**src/rtl/axi_lite_pkg.sv**
```systemverilog
// ---------------------------------------------------------------------------
// axi_lite_pkg
// Shared AXI-Lite definitions for the register-slave family.
//   RSP_*   : two-bit AXI response codes carried on RRESP/BRESP
//   state_t : read-slave FSM states (IDLE, WAIT, RESP)
// ---------------------------------------------------------------------------
package axi_lite_pkg;

    localparam logic [1:0] RSP_OKAY   = 2'b00;
    localparam logic [1:0] RSP_EXOKAY = 2'b01;
    localparam logic [1:0] RSP_SLVERR = 2'b10;
    localparam logic [1:0] RSP_DECERR = 2'b11;

    // IDLE : ready to accept an AR beat
    // WAIT : backend read in flight, counting down its fixed latency
    // RESP : response registered, presenting it on the R channel
    typedef enum logic [1:0] {
        IDLE = 2'd0,
        WAIT = 2'd1,
        RESP = 2'd2
    } state_t;

endpackage

```
**src/rtl/axi_lite_read_slave.sv**
```systemverilog
// ---------------------------------------------------------------------------
// axi_lite_read_slave
// AXI-Lite read-only slave that maps a window of NUM_REGS 32-bit words at
// BASE_ADDR onto a simple fixed-latency backend read port. One transaction
// is outstanding at a time.
//
// Parameters
//   ADDR_WIDTH : byte-address width of s_axi_araddr
//   BASE_ADDR  : byte address of word index 0 (word aligned)
//   NUM_REGS   : number of decoded words (power of two, 2..256)
//   RD_LATENCY : cycles from rd_en to valid rd_data (1..15)
//
// Ports
//   clk, reset                  : clock, synchronous active-high reset
//   s_axi_arvalid/arready/araddr: AR channel
//   s_axi_rvalid/rready         : R channel handshake
//   s_axi_rdata/rresp           : R channel payload
//   rd_en, rd_index             : backend read strobe and word index
//   rd_data                     : backend data, RD_LATENCY cycles after rd_en
//   err_count                   : saturating count of error responses
// ---------------------------------------------------------------------------
module axi_lite_read_slave
    import axi_lite_pkg::*;
#(
    parameter int unsigned           ADDR_WIDTH = 32,
    parameter logic [ADDR_WIDTH-1:0] BASE_ADDR  = '0,
    parameter int unsigned           NUM_REGS   = 16,
    parameter int unsigned           RD_LATENCY = 1
) (
    input  logic                        clk,
    input  logic                        reset,

    input  logic                        s_axi_arvalid,
    output logic                        s_axi_arready,
    input  logic [ADDR_WIDTH-1:0]       s_axi_araddr,

    output logic                        s_axi_rvalid,
    input  logic                        s_axi_rready,
    output logic [31:0]                 s_axi_rdata,
    output logic [1:0]                  s_axi_rresp,

    output logic                        rd_en,
    output logic [$clog2(NUM_REGS)-1:0] rd_index,
    input  logic [31:0]                 rd_data,

    output logic [7:0]                  err_count
);

    localparam int unsigned IDX_W = $clog2(NUM_REGS);

    // The window is checked on an address one bit wider than the bus so that
    // addresses below BASE_ADDR wrap to a huge offset and fail the single
    // upper-bound compare, and BASE_ADDR + window size cannot overflow.
    localparam logic [ADDR_WIDTH:0] WINDOW_BYTES = (ADDR_WIDTH+1)'(4 * NUM_REGS);
    localparam logic [3:0]          LAT          = 4'(RD_LATENCY);

    state_t              stateQ,  stateD;
    logic   [3:0]        cntQ,    cntD;
    logic   [31:0]       rdataQ,  rdataD;
    logic   [1:0]        rrespQ,  rrespD;
    logic   [7:0]        errCntQ, errCntD;

    logic                arHandshake;
    logic                rHandshake;
    logic [ADDR_WIDTH:0] offsetExt;
    logic [1:0]          decodeResp;

    // Both channel-ready/valid flags are forced low while reset is high,
    // since a synchronous reset leaves the old state visible for that cycle.
    assign s_axi_arready = (stateQ == IDLE) && !reset;
    assign s_axi_rvalid  = (stateQ == RESP) && !reset;
    assign arHandshake   = s_axi_arvalid && s_axi_arready;
    assign rHandshake    = s_axi_rvalid && s_axi_rready;

    // Address decode: misalignment wins over the range check.
    always_comb begin
        offsetExt  = {1'b0, s_axi_araddr} - {1'b0, BASE_ADDR};
        decodeResp = RSP_OKAY;
        if (s_axi_araddr[1:0] != 2'b00) begin
            decodeResp = RSP_SLVERR;
        end else if (offsetExt >= WINDOW_BYTES) begin
            decodeResp = RSP_DECERR;
        end
    end

    // Backend strobe is issued in the AR handshake cycle itself.
    assign rd_index = IDX_W'(offsetExt >> 2);
    assign rd_en    = arHandshake && (decodeResp == RSP_OKAY);

    // Next-state logic. Error responses skip WAIT entirely and carry zero
    // data; OKAY reads count the backend latency and capture rd_data on the
    // last counted cycle only.
    always_comb begin
        stateD  = stateQ;
        cntD    = cntQ;
        rdataD  = rdataQ;
        rrespD  = rrespQ;
        errCntD = errCntQ;
        case (stateQ)
            IDLE: begin
                if (arHandshake) begin
                    rrespD = decodeResp;
                    if (decodeResp == RSP_OKAY) begin
                        cntD   = 4'd1;
                        stateD = WAIT;
                    end else begin
                        rdataD = '0;
                        stateD = RESP;
                    end
                end
            end
            WAIT: begin
                if (cntQ == LAT) begin
                    rdataD = rd_data;
                    stateD = RESP;
                end else begin
                    cntD = cntQ + 4'd1;
                end
            end
            RESP: begin
                if (rHandshake) begin
                    stateD = IDLE;
                    if ((rrespQ != RSP_OKAY) && (errCntQ != 8'hFF)) begin
                        errCntD = errCntQ + 8'd1;
                    end
                end
            end
            default: begin
                stateD = IDLE;
            end
        endcase
    end

    // State register; reset abandons any transaction in flight.
    always_ff @(posedge clk) begin
        if (reset) begin
            stateQ  <= IDLE;
            cntQ    <= '0;
            rdataQ  <= '0;
            rrespQ  <= RSP_OKAY;
            errCntQ <= '0;
        end else begin
            stateQ  <= stateD;
            cntQ    <= cntD;
            rdataQ  <= rdataD;
            rrespQ  <= rrespD;
            errCntQ <= errCntD;
        end
    end

    assign s_axi_rdata = rdataQ;
    assign s_axi_rresp = rrespQ;
    assign err_count   = errCntQ;

endmodule

```
**config.mk**
```make
export PLATFORM = sky130hd
export DESIGN_NAME = axi_lite_read_slave
export DESIGN_NICKNAME = d
export VERILOG_FILES = /design/src/rtl/axi_lite_pkg.sv /design/src/rtl/axi_lite_read_slave.sv
export SDC_FILE = /design/constraint.sdc
export NUM_CORES = 1
export LEC_CHECK = 0
export BUFFER_PORTS_ARGS = -buffer_cell sky130_fd_sc_hd__buf_2
export CAP_MARGIN = 20
export CORE_MARGIN = 2
export CORE_UTILIZATION = 45
export DETAILED_ROUTE_END_ITERATION = 7
export PLACE_DENSITY = 0.77
export SYNTH_ARGS = -nofsm -noshare
export SYNTH_HDL_FRONTEND = slang
export SYNTH_SLANG_ARGS = --single-unit
```
**constraint.sdc**
```tcl
create_clock -name clk -period 2.3 [get_ports clk]
set_input_delay 0.46 -clock clk [delete_from_list [all_inputs] [get_ports clk]]
set_output_delay 0.46 -clock clk [all_outputs]
set_load 0.01 [all_outputs]
```
==> impl_metrics.env, run 1 <==
export IMPL_antenna_found_initial=0
export IMPL_synth_top_cell_area_share=0.4234
export IMPL_synth_edff_count=0
export IMPL_synth_ff_type="dfxtp_1"
export IMPL_critPathLaunchType="primary input"
export IMPL_hold_class="in2reg"
export IMPL_fin_util=0.6227
export IMPL_cts_sinks=48
export IMPL_drt_wl_total_um=5677
export IMPL_synth_area_um2=2270
export IMPL_boundaryPins=117
export IMPL_critPathCaptureType="output port"
export IMPL_core_um2=4786
export IMPL_routed_via_density=5.657
export IMPL_cpMostUsedCell="buf_2"
export IMPL_mostFrequentLayoutCells="buf_2, dfxtp_1, nand2_1, o21ai_0, a32oi_1"
export IMPL_crit_fanout=4
export IMPL_clock_latency_ns=0.30
export IMPL_crit_path_top_delay_cell="nor4_1"
export IMPL_clk_pin_slew_worst_paths_ns=0.09
export IMPL_syn_inst=263
export IMPL_area_growth_syn_to_layout_pct=31.31
export IMPL_die_w_um=75.02
export IMPL_hold_violations=0
export IMPL_hold_path_depth=3
export IMPL_status="finished clean"
export IMPL_post_route_period_util=0.8771
export IMPL_gp_congestion=0.8176
export IMPL_cts_root_buf="clkbuf_8"
export IMPL_drtIter0Drc=119
export IMPL_multi_input_area_um2=1195
export IMPL_floorplan_initialDensity=0.4742
export IMPL_grt_usage=0.1999
export IMPL_clockBufferDepth=2
export IMPL_reg2reg_depth=7
export IMPL_finalNetCount=435
export IMPL_fin_area_um2=2980
export IMPL_drt_drc_violations_left=0
export IMPL_rr_endpoint="s_axi_rdata[31]"
export IMPL_dieArea_um2=5628
export IMPL_synthArstFlopShare=0
export IMPL_final_seq_area_um2=960.9
export IMPL_fin_crit_ns=2.017
export IMPL_io_buffers=108
export IMPL_r2r_setup_slack_ns=0.31
export IMPL_yosysWarnings=0
export IMPL_wire_per_inst_um=13.17
export IMPL_antennaDiodeCount=0
export IMPL_maxCapViolCount=0
export IMPL_slew_headroom=0.5704
export IMPL_skew_ns=0.01085
export IMPL_std_cell_rows=25
export IMPL_layout_commonest_cell="buf_2"
export IMPL_rsz0062_at_grt="false"
export IMPL_grt_pass1_wl_um=8983
export IMPL_synth_area_per_cell_um2=8.630
export IMPL_yosys_area_top_type="dfxtp_1"
export IMPL_setup_violations=0
export IMPL_synth_seq_cells=48
export IMPL_fillers=428
export IMPL_worst_ep_arrival_time_ns=1.56
export IMPL_required_ns=1.84
export IMPL_cts_buffers=5
export IMPL_grt_overflow_total=0
export IMPL_synth_cell_types=43
export IMPL_drive_gt1_frac=0.3599
export IMPL_crit_path_cell_trace="buf_2, nor4_1, and4_1, nand2_1, nor2_1, buf_2"
export IMPL_place_area_um2=2851
export IMPL_drtPass1Iterations=4
export IMPL_cts_htree_levels=2
export IMPL_peakVddDrop_uv=335.0
export IMPL_cts_resized_gates=0
export IMPL_syn_nets=334
export IMPL_p_leak_nw=1.249
export IMPL_synth_seq_area_share=0.4234
export IMPL_postCtsSetupBuffers=0
export IMPL_worst_slew_pin_transition_ns=0.6444
export IMPL_grt_max_degree=34
export IMPL_grt_pass1_vias=2049
export IMPL_hold_start="rd_data[4]"
export IMPL_worstReg2RegStart="cntQ[1]"
export IMPL_power_density_nw_per_um2=566.7
export IMPL_fmax_mhz=495.7
export IMPL_ctsHoldBuffers=0
export IMPL_finalMaxSlewViolations=0
export IMPL_cts_tree="built"
export IMPL_final_antenna_net_count=0
export IMPL_slowest_delay_ns=0.35
export IMPL_synthTopCellsByArea="dfxtp_1, a32oi_1, o21ai_0"
export IMPL_vias=2438
export IMPL_path_delay_family="simple AND/OR/NAND/NOR gates"
export IMPL_die_y_um=75.02
export IMPL_setup_tns_ns=0
export IMPL_cp_num_buf_inv=2
export IMPL_critPathKind="in2out"
export IMPL_worstHoldEndpoint="s_axi_rdata[4]"
export IMPL_dp_hpwl_um=4096
[kinds of logic (layout without fill, tap and decap cells)]
group           count (synthesis)  in the layout  synth area share
flops                          48             48            0.4234
simple gates                   91             91            0.2100
fa+ha+maj                       3              3           0.01654
compound gates                 93             93            0.2806
mux                             3              3           0.01433
buf+inv                        25            126           0.05512
[through the flow]
stage / setup slack, ns / total power, mW / instances / hold slack [ns]
finish: 0.2828 / 1.689 / 431 / 0.3645
global route: 0.1211 / 1.751 / 431 / 0.3615
CTS: 0.2712 / 1.702 / 431 / 0.3608
detailed placement: 0.2714 / 1.007 / 424 / 0.4578
global placement: 0.2951 / 1.007 / 424 / 0.4497
floorplan: 0.3284 / 0.9345 / 263 / 0.4847
[worst register-to-register path, stage by stage (launching register included)]
cell and delay, ns:
dfxtp_1 0.41, inv_1 0.07, ha_1 0.19, nor3b_1 0.16, a22oi_2 0.51, buf_4 0.37, a32oi_1 0.14, o21ai_1 0.09
[sequential cells by signal, summed over array words and instances (netlist names)]
name	cells
s_axi_rdata	32
err_count	8
cntQ	4
s_axi_rresp	2
stateQ	2
[synthesized netlist by cell type, drive strengths merged, types with 2 or more instances]
cell    number
a22oi        2
and3         3
a32o         3
o21ai       37
nand4        3
a32oi       32
inv          3
nor3b        3
nor3         7
a21oi        8
and2         2
mux2         2
or4          2
nor4         6
ha           3
dfxtp       48
clkbuf      12
o31ai        2
o41ai        2
nor2         7
nand2       41
nand3        7
and4         5
buf         10
a211oi       2
[power breakdown]
| group | switching (mW) | internal (mW) |
|---|---|---|
| clock network | 0.272 | 0.428 |
| logic | 0.0796 | 0.0668 |
| registers | 0.00699 | 0.836 |
[worst max path at each step]
| stage | to | cells past startpoint | start |
|---|---|---|---|
| finish | rd_en | 6 | s_axi_araddr[8] |
| global route | rd_en | 6 | s_axi_araddr[8] |
| CTS | rd_en | 6 | s_axi_araddr[8] |
| detailed placement | rd_en | 6 | s_axi_araddr[8] |
| global placement | rd_en | 6 | s_axi_araddr[8] |
| floorplan | rd_en | 4 | reset |
[metal layers]
layer / up-vias / wire (µm) / GRT usage
li1: 1221 / - / -
met1: 1116 / 2545 / 0.2639
met2: 95 / 2692 / 0.3285
met3: 6 / 386 / 0.04552
met4: 0 / 53 / 0.05754
met5: - / 0 / 0
[cell type report]
| cell class | count | share of cell area |
|---|---|---|
| clock buffer | 5 | 0.02309 |
| timing repair buffer | 116 | 0.2015 |
| tap | 67 | 0.02813 |
| clock inverter | 2 | 0.02015 |
| inverter | 3 | 0.003778 |
| multi-input combinational | 190 | 0.4009 |
| sequential | 48 | 0.3224 |
Note: power is estimated with default switching activity, not from simulation.
==> run 2: changes to the inputs <==
--- a/config.mk
+++ b/config.mk
@@ -5,12 +5,14 @@
 export SDC_FILE = /design/constraint.sdc
 export NUM_CORES = 1
 export LEC_CHECK = 0
+export ABC_AREA = 1
 export BUFFER_PORTS_ARGS = -buffer_cell sky130_fd_sc_hd__buf_2
-export CAP_MARGIN = 20
+export CAP_MARGIN = 0
 export CORE_MARGIN = 2
-export CORE_UTILIZATION = 45
+export CORE_UTILIZATION = 48
+export CTS_BUF_LIST = sky130_fd_sc_hd__clkbuf_8
 export DETAILED_ROUTE_END_ITERATION = 7
-export PLACE_DENSITY = 0.77
+export PLACE_DENSITY = 0.8
 export SYNTH_ARGS = -nofsm -noshare
 export SYNTH_HDL_FRONTEND = slang
 export SYNTH_SLANG_ARGS = --single-unit
==> impl_metrics.env, run 2 <==
export IMPL_status="finished clean"
export IMPL_fin_util=0.6337
export IMPL_core_um2=4755
export IMPL_highest_layer="met4"
export IMPL_synth_area_um2=2394
export IMPL_drtPass1Iterations=4
export IMPL_crit_fanout=6
export IMPL_std_cell_rows=25
export IMPL_critPathKind="reg2out"
export IMPL_io_buffers=108
export IMPL_dieArea_um2=5567
export IMPL_antennaDiodeCount=0
export IMPL_peakVddDrop_uv=531.7
export IMPL_synth_ff_type="dfxtp_1"
export IMPL_yosys_area_top_type="dfxtp_1"
export IMPL_r2r_setup_slack_ns=0.54
export IMPL_boundaryPins=117
export IMPL_synthArstFlopShare=0
export IMPL_postCtsSetupBuffers=0
export IMPL_vias=2564
export IMPL_routed_via_density=4.921
export IMPL_clock_latency_ns=0.29
export IMPL_die_y_um=74.62
export IMPL_hold_class="in2reg"
export IMPL_antenna_found_initial=0
export IMPL_rr_endpoint="err_count[2]"
export IMPL_critPathCaptureType="output port"
export IMPL_synth_cell_types=22
export IMPL_cts_root_buf="clkbuf_8"
export IMPL_drt_drc_violations_left=0
export IMPL_fmax_mhz=542.2
export IMPL_post_route_period_util=0.8019
export IMPL_syn_nets=430
export IMPL_wl_met2_um=2658
export IMPL_worst_ep_arrival_time_ns=1.38
export IMPL_synth_top_cell_area_share=0.4015
export IMPL_worstReg2RegStart="err_count[0]"
export IMPL_rsz0062_at_grt="false"
export IMPL_setup_tns_ns=0
export IMPL_final_antenna_net_count=0
export IMPL_slew_headroom=0.5844
export IMPL_cp_endpoint="rd_en"
export IMPL_drtIter0Drc=120
export IMPL_cts_resized_gates=0
export IMPL_cts_htree_levels=2
export IMPL_grt_max_degree=66
export IMPL_yosys_top_cells_count="nand2_1, nor2_1, dfxtp_1, nand3_1, a21oi_1"
export IMPL_required_ns=1.84
export IMPL_p_clk_frac=0.220
export IMPL_finalNetCount=525
export IMPL_power_mw=2.451
export IMPL_synth_area_per_cell_um2=6.667
export IMPL_reg2reg_depth=6
export IMPL_wl_met3_um=381
export IMPL_synth_seq_area_share=0.4015
export IMPL_dp_hpwl_um=4011
export IMPL_p_leak_nw=1.452
export IMPL_synth_edff_count=0
export IMPL_floorplan_initialDensity=0.5034
export IMPL_hold_ws_ns=0.4647
export IMPL_seqPwrFrac=0.438
export IMPL_synthTopCellsByArea="dfxtp_1, nand2_1, nor2_1"
export IMPL_ctsHoldBuffers=0
export IMPL_worst_slew_pin_transition_ns=0.6226
export IMPL_syn_inst=359
export IMPL_layout_commonest_cell="buf_2"
export IMPL_grt_pass1_wl_um=9121
export IMPL_largest_reg_flops=32
export IMPL_skew_ns=0.007206
export IMPL_cts_tree="built"
export IMPL_cts_sinks=48
export IMPL_place_area_um2=2917
export IMPL_wire_per_inst_um=11.12
export IMPL_critPathLaunchType="flip-flop"
export IMPL_setup_violations=0
export IMPL_synth_seq_cells=48
export IMPL_grt_usage=0.2078
export IMPL_p_int_mw=1.624
export IMPL_maxCapViolCount=0
export IMPL_die_w_um=74.62
export IMPL_yosysWarnings=0
export IMPL_mostFrequentLayoutCells="buf_2, nand2_1, nor2_1, dfxtp_1"
export IMPL_cts_buffers=5
export IMPL_area_growth_syn_to_layout_pct=25.88
export IMPL_clk_pin_slew_worst_paths_ns=0.09
export IMPL_finalMaxSlewViolations=0
export IMPL_grt_pass1_vias=2108
export IMPL_clockBufferDepth=2
export IMPL_comb_power_share=0.342
export IMPL_grt_overflow_total=0
export IMPL_met1Wirelength_um=2698
export IMPL_drt_wl_total_um=5793
export IMPL_yosys_cell_count_top_type="nand2_1"
export IMPL_gp_congestion=0.7880
export IMPL_hold_violations=0
export IMPL_fin_area_um2=3013
export IMPL_power_density_nw_per_um2=813.4
export IMPL_critical_path_startpoint="stateQ[1]"
export IMPL_fin_crit_ns=1.844
export IMPL_drive_gt1_frac=0.2819
export IMPL_p_sw_mw=0.8271
export IMPL_swShare=0.3375
## run 2: metrics by stage
stage	cells	worst slack, ns
floorplan	359	0.6607
global route	521	0.3294
finish	521	0.4556
global placement	514	0.4995
detailed placement	514	0.4315
CTS	521	0.4559
## run 2: how the worst min path moves through the flow
| stage | from | to | slack [ns] | cells after the start |
|---|---|---|---|---|
| global placement | s_axi_rdata[4] | s_axi_rdata[4] | 0.45 | 2 |
| global route | s_axi_arvalid | s_axi_rresp[0] | 0.48 | 3 |
| detailed placement | s_axi_rdata[11] | s_axi_rdata[11] | 0.46 | 2 |
| floorplan | cntQ[3] | cntQ[3] | 0.46 | 2 |
| CTS | s_axi_rready | stateQ[1] | 0.46 | 4 |
| finish | s_axi_rready | stateQ[1] | 0.46 | 4 |
## run 2: cell type report
type	instances	area [µm²]
Tap cell	67	83.83
Clock buffer	7	96.34
Fill cell	488	1742
Sequential cell	48	960.9
Inverter	10	37.54
Multi-Input combinational cell	276	1244
Timing Repair Buffer	113	590.6
## run 2: cell families (layout without fill, tap and decap cells)
kind of cell,count (synthesis),after routing,share of synthesized area
AOI/OAI and AO/OA,45,45,0.09566
adders and majority gates,3,3,0.01568
DFF,48,48,0.4015
and+or+nand+nor,222,222,0.3821
xor gates and xnor gates,6,6,0.02195
buffers and inverters,35,130,0.08311
## run 2: layer usage
layer / vias to the layer above / track usage
li1: 1340 / -
met1: 1153 / 0.2636
met2: 65 / 0.3491
met3: 6 / 0.05489
met4: 0 / 0.06151
met5: - / 0
## run 2: power groups by stage
| stage | Clock [mW] | Combinational (mW) | Sequential, mW |
|---|---|---|---|
| 2_1_floorplan | 0 | 0.547 | 1.15 |
| 3_3_place_gp | 0 | 0.824 | 1.09 |
| 3_5_place_dp | 0 | 0.845 | 1.09 |
| 4_1_cts | 0.547 | 0.846 | 1.07 |
| 5_1_grt | 0.576 | 0.967 | 1.09 |
| 6_report | 0.538 | 0.839 | 1.07 |
## run 2: critical path, cell delays in order, from the launching register on
cell,delay (ns)
dfxtp_1,0.40
nor3_2,0.22
nand2_1,0.14
nor2_1,0.17
buf_2,0.15
==> run 3: changes to the inputs <==
--- a/config.mk
+++ b/config.mk
@@ -9,10 +9,10 @@
 export BUFFER_PORTS_ARGS = -buffer_cell sky130_fd_sc_hd__buf_2
 export CAP_MARGIN = 0
 export CORE_MARGIN = 2
-export CORE_UTILIZATION = 48
+export CORE_UTILIZATION = 43
 export CTS_BUF_LIST = sky130_fd_sc_hd__clkbuf_8
 export DETAILED_ROUTE_END_ITERATION = 7
-export PLACE_DENSITY = 0.8
+export PLACE_DENSITY = 0.75
 export SYNTH_ARGS = -nofsm -noshare
 export SYNTH_HDL_FRONTEND = slang
 export SYNTH_SLANG_ARGS = --single-unit
==> constraint.sdc (replaced) <==
create_clock -name clk -period 1.6 [get_ports clk]
set_input_delay 0.32 -clock clk [delete_from_list [all_inputs] [get_ports clk]]
set_output_delay 0.32 -clock clk [all_outputs]
set_load 0.01 [all_outputs]
==> impl_metrics.env, run 3 (synthesized netlist as in run 2, its figures left out) <==
export IMPL_core_um2=5439
export IMPL_status="complete, but fails checks"
export IMPL_skew_ns=0.008735
export IMPL_grt_overflow_total=0
export IMPL_dieArea_um2=6180
export IMPL_slowest_delay_ns=0.35
export IMPL_cts_tree="built"
export IMPL_cp_num_buf_inv=3
export IMPL_critPathKind="reg2reg"
export IMPL_floorplan_initialDensity=0.4401
export IMPL_final_antenna_net_count=0
export IMPL_drt_drc_violations_left=0
export IMPL_antenna_found_initial=0
export IMPL_mostFrequentLayoutCells="buf_2, nand2_1, nor2_1, dfxtp_1, a21oi_1"
export IMPL_dp_hpwl_um=4305
export IMPL_final_seq_area_um2=965.9
export IMPL_drive_gt1_frac=0.3657
export IMPL_grt_usage=0.2004
export IMPL_peakVddDrop_uv=555.3
export IMPL_seqPwrFrac=0.384
export IMPL_clk_pin_slew_worst_paths_ns=0.09
export IMPL_clock_latency_ns=0.30
export IMPL_hold_start="s_axi_arvalid"
export IMPL_critPathCaptureType="flip-flop"
export IMPL_worst_slew_pin_transition_ns=0.2546
export IMPL_hold_class="in2reg"
export IMPL_fin_crit_ns=1.644
export IMPL_place_area_um2=3083
export IMPL_comb_power_share=0.428
export IMPL_crit_path_top_delay_cell="dfxtp_2"
export IMPL_power_density_nw_per_um2=1151
export IMPL_hold_violations=0
export IMPL_clockBufferDepth=2
export IMPL_drtPass1Iterations=5
export IMPL_p_sw_mw=1.371
export IMPL_violations="setup timing"
export IMPL_routed_via_density=4.917
export IMPL_power_mw=4.005
export IMPL_fin_ws_ns=-0.04408
export IMPL_largest_reg_flops=32
export IMPL_dp_slack_ns=-0.01403
export IMPL_setup_violations=11
export IMPL_worstReg2RegStart="stateQ[0]"
export IMPL_fin_area_um2=3480
export IMPL_p_clk_frac=0.188
export IMPL_swShare=0.3423
export IMPL_maxCapViolCount=0
export IMPL_slew_headroom=0.8297
export IMPL_p_int_mw=2.634
export IMPL_fmax_mhz=608.2
export IMPL_critPathLaunchType="flip-flop"
export IMPL_boundaryPins=117
export IMPL_dp_cells=537
export IMPL_finalMaxSlewViolations=0
export IMPL_grt_pass1_wl_um=10220
export IMPL_cts_sinks=48
export IMPL_post_route_period_util=1.028
export IMPL_path_delay_family="simple AND/OR/NAND/NOR gates"
export IMPL_finalNetCount=554
export IMPL_layout_commonest_cell="buf_2"
export IMPL_drt_wl_total_um=6764
export IMPL_rsz0062_at_grt="true"
export IMPL_gp_congestion=0.8368
export IMPL_grt_pass1_vias=2410
export IMPL_crit_path_cell_trace="nor3_4, nand2_2, buf_6, nand2_2, nand2_2, nor2_4, buf_12, clkbuf_16, nand3_1, nand2_1, nor2_1"
export IMPL_cts_htree_levels=2
export IMPL_ctsHoldBuffers=0
export IMPL_drtIter0Drc=108
export IMPL_std_cell_rows=27
export IMPL_vias=2734
export IMPL_required_ns=1.80
export IMPL_critical_path_startpoint="stateQ[0]"
export IMPL_die_y_um=78.61
export IMPL_p_leak_nw=1.669
export IMPL_grt_max_degree=55
export IMPL_fin_util=0.6398
export IMPL_cts_root_buf="clkbuf_8"
export IMPL_cpMostUsedCell="nand2_2"
export IMPL_area_growth_syn_to_layout_pct=45.37
export IMPL_multi_input_area_um2=1330
export IMPL_die_w_um=78.61
export IMPL_io_buffers=108
export IMPL_stdcell_count=556
export IMPL_wire_per_inst_um=12.17
export IMPL_crit_fanout=9
export IMPL_fillers=485
export IMPL_worst_ep_arrival_time_ns=1.84
export IMPL_antennaDiodeCount=0
export IMPL_cts_buffers=5
## run 3: what timing repair did
action	4_1_cts	5_1_grt
gates resized for setup	8	26
pin swaps	1	4
setup buffers	4	1
setup endpoints to repair	1	40
cloned	0	6
## run 3: area by class of cell
cell class | count | share of cell area
Clock buffer | 6 | 0.02373
Multi-Input combinational cell | 276 | 0.3822
Timing Repair Buffer | 142 | 0.2758
Inverter | 10 | 0.01151
Sequential cell | 48 | 0.2776
Tap cell | 72 | 0.02589
Clock inverter | 2 | 0.003236
## run 3: path summary, 6_finish.rpt
| kind | to | slack, ns | cells after the start |
|---|---|---|---|
| setup / recovery | s_axi_rdata[13] | -0.04 | 11 |
| hold / removal | s_axi_rresp[0] | 0.32 | 3 |
| setup reg to reg | s_axi_rdata[13] | -0.04 | 11 |
| hold reg to reg | s_axi_rdata[19] | 0.48 | 2 |
## run 3: worst reg2reg max path: stages, from the launching register on
cell and delay, ns:
dfxtp_2 0.35, nor3_4 0.21, nand2_2 0.10, buf_6 0.12, nand2_2 0.05, nand2_2 0.06, nor2_4 0.12, buf_12 0.16
clkbuf_16 0.16, nand3_1 0.09, nand2_1 0.08, nor2_1 0.04
## run 3: stage by stage
step	hold WS (ns)	setup TNS, ns
after floorplan	0.3993	0
after global placement	0.4560	0
after detailed placement	0.4627	-0.02569
after CTS	0.3037	-0.001571
after global routing	0.3355	-2.069
final	0.3172	-0.1196
## run 3: power groups by stage
| stage | registers [mW] | logic [mW] | clock network [mW] |
|---|---|---|---|
| CTS | 1.54 | 1.32 | 0.768 |
| global route | 1.57 | 1.88 | 0.813 |
| global placement | 1.56 | 1.25 | 0 |
| finish | 1.54 | 1.71 | 0.755 |
| detailed placement | 1.56 | 1.29 | 0 |
| floorplan | 1.66 | 0.786 | 0 |
## run 3: layer usage
layer | GRT usage | routed length (µm)
met1 | 0.2364 | 2952
met2 | 0.3624 | 3371
met3 | 0.04713 | 385
met4 | 0.05263 | 55
met5 | 0 | 0
